--- src/rtl/masked_hpc3_mul_bank.sv ---
// Bank of HPC3 masked multipliers sharing one common operand A.
// Channel k computes the shared product out_c[k] = in_b[k] * in_a over GF(2),
// bitwise per lane. It uses only its own slices of in_r/in_p.
// Every term that mixes shares is registered first. All recombination happens
// after those registers.
//
// Handshake: in_valid qualifies in_a/in_b/in_r/in_p in any cycle where
// in_enable=1. There is no ready; the bank accepts one input per enabled cycle.
// out_valid qualifies out_c. Both hold while in_enable=0. out_c is don't-care
// whenever out_valid=0.
module masked_hpc3_mul_bank #(
  parameter int NUM_SHARES   = 3,
  parameter int BIT_WIDTH    = 1,
  parameter int NUM_CHANNELS = 2,
  parameter int OUT_REG      = 0
) (
  input  logic                                            in_clock,
  input  logic                                            in_reset,
  input  logic                                            in_enable,
  input  logic                                            in_valid,
  input  logic [NUM_SHARES*BIT_WIDTH-1:0]                 in_a,
  input  logic [NUM_CHANNELS*NUM_SHARES*BIT_WIDTH-1:0]    in_b,
  input  logic [NUM_CHANNELS*(NUM_SHARES*(NUM_SHARES-1)/2)*BIT_WIDTH-1:0] in_r,
  input  logic [NUM_CHANNELS*(NUM_SHARES*(NUM_SHARES-1)/2)*BIT_WIDTH-1:0] in_p,
  output logic [NUM_CHANNELS*NUM_SHARES*BIT_WIDTH-1:0]    out_c,
  output logic                                            out_valid
);

  localparam int N  = NUM_SHARES;
  localparam int W  = BIT_WIDTH;
  localparam int CH = NUM_CHANNELS;
  localparam int NQ = N * (N - 1) / 2;

  typedef logic [W-1:0] word_t;

  // Index of share pair (i,j) with i<j. Pairs are enumerated row by row,
  // so (0,1) maps to 0.
  function automatic int pair_idx(input int i, input int j);
    return i * N - (i * (i + 1)) / 2 + (j - i - 1);
  endfunction

  word_t s_d [CH][N];
  word_t s_q [CH][N];
  word_t u_d [CH][N][N];
  word_t u_q [CH][N][N];
  word_t v_d [CH][N][N];
  word_t v_q [CH][N][N];
  logic  vld_s1;
  logic [CH*N*W-1:0] c_flat;

  // Share-domain partial products. Diagonal u/v entries are tied to zero so
  // that the compression loop can run over all j without a special case.
  always_comb begin
    for (int k = 0; k < CH; k++) begin
      for (int i = 0; i < N; i++) begin
        s_d[k][i] = in_a[i*W +: W] & in_b[(k*N+i)*W +: W];
        for (int j = 0; j < N; j++) begin
          u_d[k][i][j] = '0;
          v_d[k][i][j] = '0;
          if (j != i) begin
            int    q;
            word_t rr;
            word_t pp;
            q  = (i < j) ? pair_idx(i, j) : pair_idx(j, i);
            rr = in_r[(k*NQ+q)*W +: W];
            pp = in_p[(k*NQ+q)*W +: W];
            u_d[k][i][j] = (in_a[i*W +: W] & (in_b[(k*N+j)*W +: W] ^ rr)) ^ pp;
            v_d[k][i][j] = (~in_a[i*W +: W] & rr) ^ pp;
          end
        end
      end
    end
  end

  // First stage: partial products and valid bit. Reset wins over enable.
  always_ff @(posedge in_clock) begin
    if (in_reset) begin
      vld_s1 <= 1'b0;
      for (int k = 0; k < CH; k++) begin
        for (int i = 0; i < N; i++) begin
          s_q[k][i] <= '0;
          for (int j = 0; j < N; j++) begin
            u_q[k][i][j] <= '0;
            v_q[k][i][j] <= '0;
          end
        end
      end
    end else if (in_enable) begin
      vld_s1 <= in_valid;
      s_q    <= s_d;
      u_q    <= u_d;
      v_q    <= v_d;
    end
  end

  // Compression: c_i = s_i ^ XOR_j (u_ij ^ v_ij). Only registered terms feed it.
  always_comb begin
    c_flat = '0;
    for (int k = 0; k < CH; k++) begin
      for (int i = 0; i < N; i++) begin
        word_t acc;
        acc = s_q[k][i];
        for (int j = 0; j < N; j++) begin
          acc = acc ^ (u_q[k][i][j] ^ v_q[k][i][j]);
        end
        c_flat[(k*N+i)*W +: W] = acc;
      end
    end
  end

  if (OUT_REG != 0) begin : g_out_reg
    logic [CH*N*W-1:0] c_q;
    logic              vld_s2;

    // Optional second stage: registers the recombined shares and the valid bit.
    always_ff @(posedge in_clock) begin
      if (in_reset) begin
        c_q    <= '0;
        vld_s2 <= 1'b0;
      end else if (in_enable) begin
        c_q    <= c_flat;
        vld_s2 <= vld_s1;
      end
    end

    assign out_c     = c_q;
    assign out_valid = vld_s2;
  end else begin : g_no_out_reg
    assign out_c     = c_flat;
    assign out_valid = vld_s1;
  end

endmodule

--- config.mk ---
export PLATFORM = sky130hd
export DESIGN_NAME = masked_hpc3_mul_bank
export DESIGN_NICKNAME = d
export VERILOG_FILES = /design/src/rtl/masked_hpc3_mul_bank.sv
export SDC_FILE = /design/constraint.sdc
export NUM_CORES = 1
export LEC_CHECK = 0
export BUFFER_PORTS_ARGS = -buffer_cell sky130_fd_sc_hd__buf_4
export CAP_MARGIN = 20
export CORE_MARGIN = 5
export CORE_UTILIZATION = 49
export CTS_BUF_LIST = sky130_fd_sc_hd__clkbuf_16
export CTS_CLUSTER_SIZE = 16
export DETAILED_ROUTE_END_ITERATION = 12
export PLACE_DENSITY = 0.81
export SLEW_MARGIN = 20
export SYNTH_ARGS = -nofsm -noshare
export SYNTH_HDL_FRONTEND = slang
export SYNTH_SLANG_ARGS = --single-unit
--- constraint.sdc ---
create_clock -name in_clock -period 1.8 [get_ports in_clock]
set_clock_uncertainty 0.2 [all_clocks]
set_input_delay 0.36 -clock in_clock [delete_from_list [all_inputs] [get_ports in_clock]]
set_output_delay 0.36 -clock in_clock [all_outputs]
set_load 0.01 [all_outputs]
==> results.py <==
metrics = {
    "setup_path": {
        "slowest_delay_ps": 330,
        "critPathKind": "reg2out",
        "critical-path-slowest-cell": "dfxtp_1",
        "cpMostUsedCell": "xnor2_2",
        "start_kind": "flip-flop",
        "critPathRequiredTime_ps": 1240,
        "path_cells": "xnor2_2 -> xnor2_2 -> xnor2_1 -> buf_4",
        "cp_max_fo": 2,
        "critPathArrivalTime_ps": 1240,
        "critPathCaptureType": "output port",
    },
    "detailed_routing": {
        "vias": 1426,
        "drt_iter0_drc": 94,
        "wl_per_cell_um": 13.10,
        "drc": 0,
        "vias_per_cell": 5.243,
        "first_pass_iters": 4,
        "drt_wl_total_um": 3563,
        "ant_nets": 0,
    },
    "cts": {
        "cts_tree": "yes",
        "numCtsBuffers": 5,
        "clkLatencyLatePin_ps": 280,
        "htree_levels": 2,
        "post_cts_resized": 0,
        "cts.sink_count": 31,
        "clockRootBuffer": "clkbuf_16",
        "clock_tree.buffer_depth": 2,
        "postCtsSetupRepairBufs": 0,
        "hold_buffers": 0,
        "path_clk_slew_ps": 50,
    },
    "grt": {
        "antenna_found_initial": 0,
        "grt_pass1_vias": 1312,
        "grt_pass1_wl_um": 5961,
        "grt_usage_pct": 14.96,
        "grt_max_degree": 32,
        "grt_overflow_total": 0,
    },
    "synthesis": {
        "synth_flop_cell": "dfxtp_1",
        "synth.area.mux_share_pct": 0.5536,
        "synthArstFlopShare_pct": 0,
        "synth-seq-cells": 31,
        "yosysWarnings": 0,
        "synth-compound-area-share_pct": 19.45,
        "ys_seq_area_share_pct": 34.33,
        "synth_top_family_by_area": "XOR/XNOR gates",
        "synthSimpleGateAreaFrac_pct": 19.17,
        "synth_edf_count": 0,
        "synthDistinctLibCells": 17,
        "synth_nets": 221,
        "synth_area_um2": 1808,
        "synth_xor_area_share_pct": 23.25,
        "syn_inst": 196,
        "synthAdderAreaFrac_pct": 0,
        "avgSynthCellArea_um2": 9.224,
    },
    "power": {
        "p_leak_uw": 0.0009301,
        "ir_worst_vdd_mv": 0.5446,
        "power.density_nw_per_um2": 950.2,
        "power_uw": 2223,
    },
    "die": {
        "coreArea_um2": 3606,
        "initial_core_util_pct": 50.14,
        "die_w_um": 70.75,
        "die_area_um2": 5005,
        "die_h_um": 70.75,
        "row_count": 22,
        "ioPinCount": 32,
    },
    "timing": {
        "post-route-period-util_pct": 99.77,
        "hold_viol_final": 0,
        "finalSetupViolations": 0,
        "clock.fmax_mhz": 556.9,
        "rsz0062_at_grt": "yes",
        "tightest_slew_ps": 336.8,
        "period_needed_ps": 1796,
        "holdWs_ps": 125.2,
        "relSlewSlack_pct": 77.54,
        "slew_viol_final": 0,
        "fin_setup_tns_ps": 0,
    },
    "placement": {
        "port_buffers": 31,
        "globalplace.congestion": 0.7183,
        "placed_area_um2": 2069,
        "hpwl_um": 2459,
    },
    "finish": {
        "drive_gt1_share_pct": 31.25,
        "nets": 248,
        "fillers": 308,
        "diodes": 0,
        "final_area_um2": 2340,
        "syn_to_final_growth_pct": 29.41,
    },
    "job": {
        "cap_violations": 0,
    },
    "hold_path": {
        "hold_path_class": "in2reg",
    },
    "outcome": {
        "status": "complete, no violations",
    },
}
## kinds of logic (layout without fill, tap and decap cells)
| family | count (synthesis) | in the layout |
|---|---|---|
| buf+inv | 13 | 41 |
| simple gates | 61 | 61 |
| compound gates | 42 | 42 |
| xor+xnor | 48 | 48 |
| flops | 31 | 31 |
| mux | 1 | 1 |
## registers in the layout, summed over array words and instances (netlist names)
| signal | cells |
|---|---|
| u_q | 12 |
| v_q | 12 |
| s_q | 6 |
| out_valid | 1 |
## report_power, final
part           total (uW)  internal [uW]  switching (uW)
Combinational         506            287             219
Clock                 934            644             290
Sequential            783            741            42.6
Total                2220           1670             552
## metrics by stage
| step | utilization (%) | setup slack, ps | cells |
|---|---|---|---|
| 5_1_grt | 64.89 | -58.48 | 272 |
| 4_1_cts | 61.94 | 5.559 | 272 |
| 3_3_place_gp | 57.39 | 310.7 | 264 |
| 3_5_place_dp | 57.39 | 304.7 | 264 |
| 6_report | 64.89 | 4.207 | 272 |
| 2_1_floorplan | - | 433.4 | 196 |
## critical path: cells and delay by family, from the launching register on
kind	cells	cell delay, ps
buf+inv	1	140
flops	1	330
xor+xnor	3	500
## routing by layer
metal | GRT usage, % | part of all wire (%) | routed length (um)
met5 | 0 | 0 | 0
met4 | 6.263 | 2.0 | 70
met3 | 5.540 | 5.9 | 211
met2 | 23.69 | 48 | 1695
met1 | 18.26 | 45 | 1586
## final cells by class
class | instances | area (um2) | share of cell area (%)
clock inverters | 3 | 38.79 | 1.658
clock buffers | 5 | 125.1 | 5.348
well taps | 48 | 60.06 | 2.567
multi-input cells | 152 | 1219 | 52.09
repair buffers | 33 | 260.3 | 11.12
flip-flops and latches | 31 | 636.9 | 27.22
## final timing paths
kind / start / endpoint / slack [ps] / cells past startpoint
min reg2reg: s_q[0] / s_q[0] / 290 / 2
max reg2reg: u_q[5] / u_q[5] / 820 / 2
max: u_q[1] / out_c[5] / 4 / 4
min: in_valid / out_valid / 130 / 3
## placed cells by master (no fill, tap or decap), types with 4 or more instances in the layout
master     instances
xnor2_2           12
dfxtp_2           13
a21oi_1            6
a211oi_1          12
clkbuf_16          5
nand3b_1          12
and2b_2            4
a311oi_1          11
nor2_1            25
nand3_1            6
xnor2_1           24
buf_4             32
dfxtp_1           18
and2b_1            8
a21bo_1           12
xor2_1            12
nand2b_1           6
## cell usage after synthesis, types with 4 or more instances
master,n,area (um2)
a211oi_1,12,90.09
a21bo_1,12,120.1
xor2_1,12,105.1
a21oi_1,6,30.03
nand2b_1,6,37.54
dfxtp_1,31,620.6
buf_2,8,40.04
a311oi_1,11,96.34
and2b_1,8,60.06
nand3_1,6,30.03
clkbuf_1,5,18.77
xnor2_1,36,315.3
nand3b_1,12,90.09
and2b_2,4,35.03
nor2_1,25,93.84
Power figures use the tool's default switching activity.
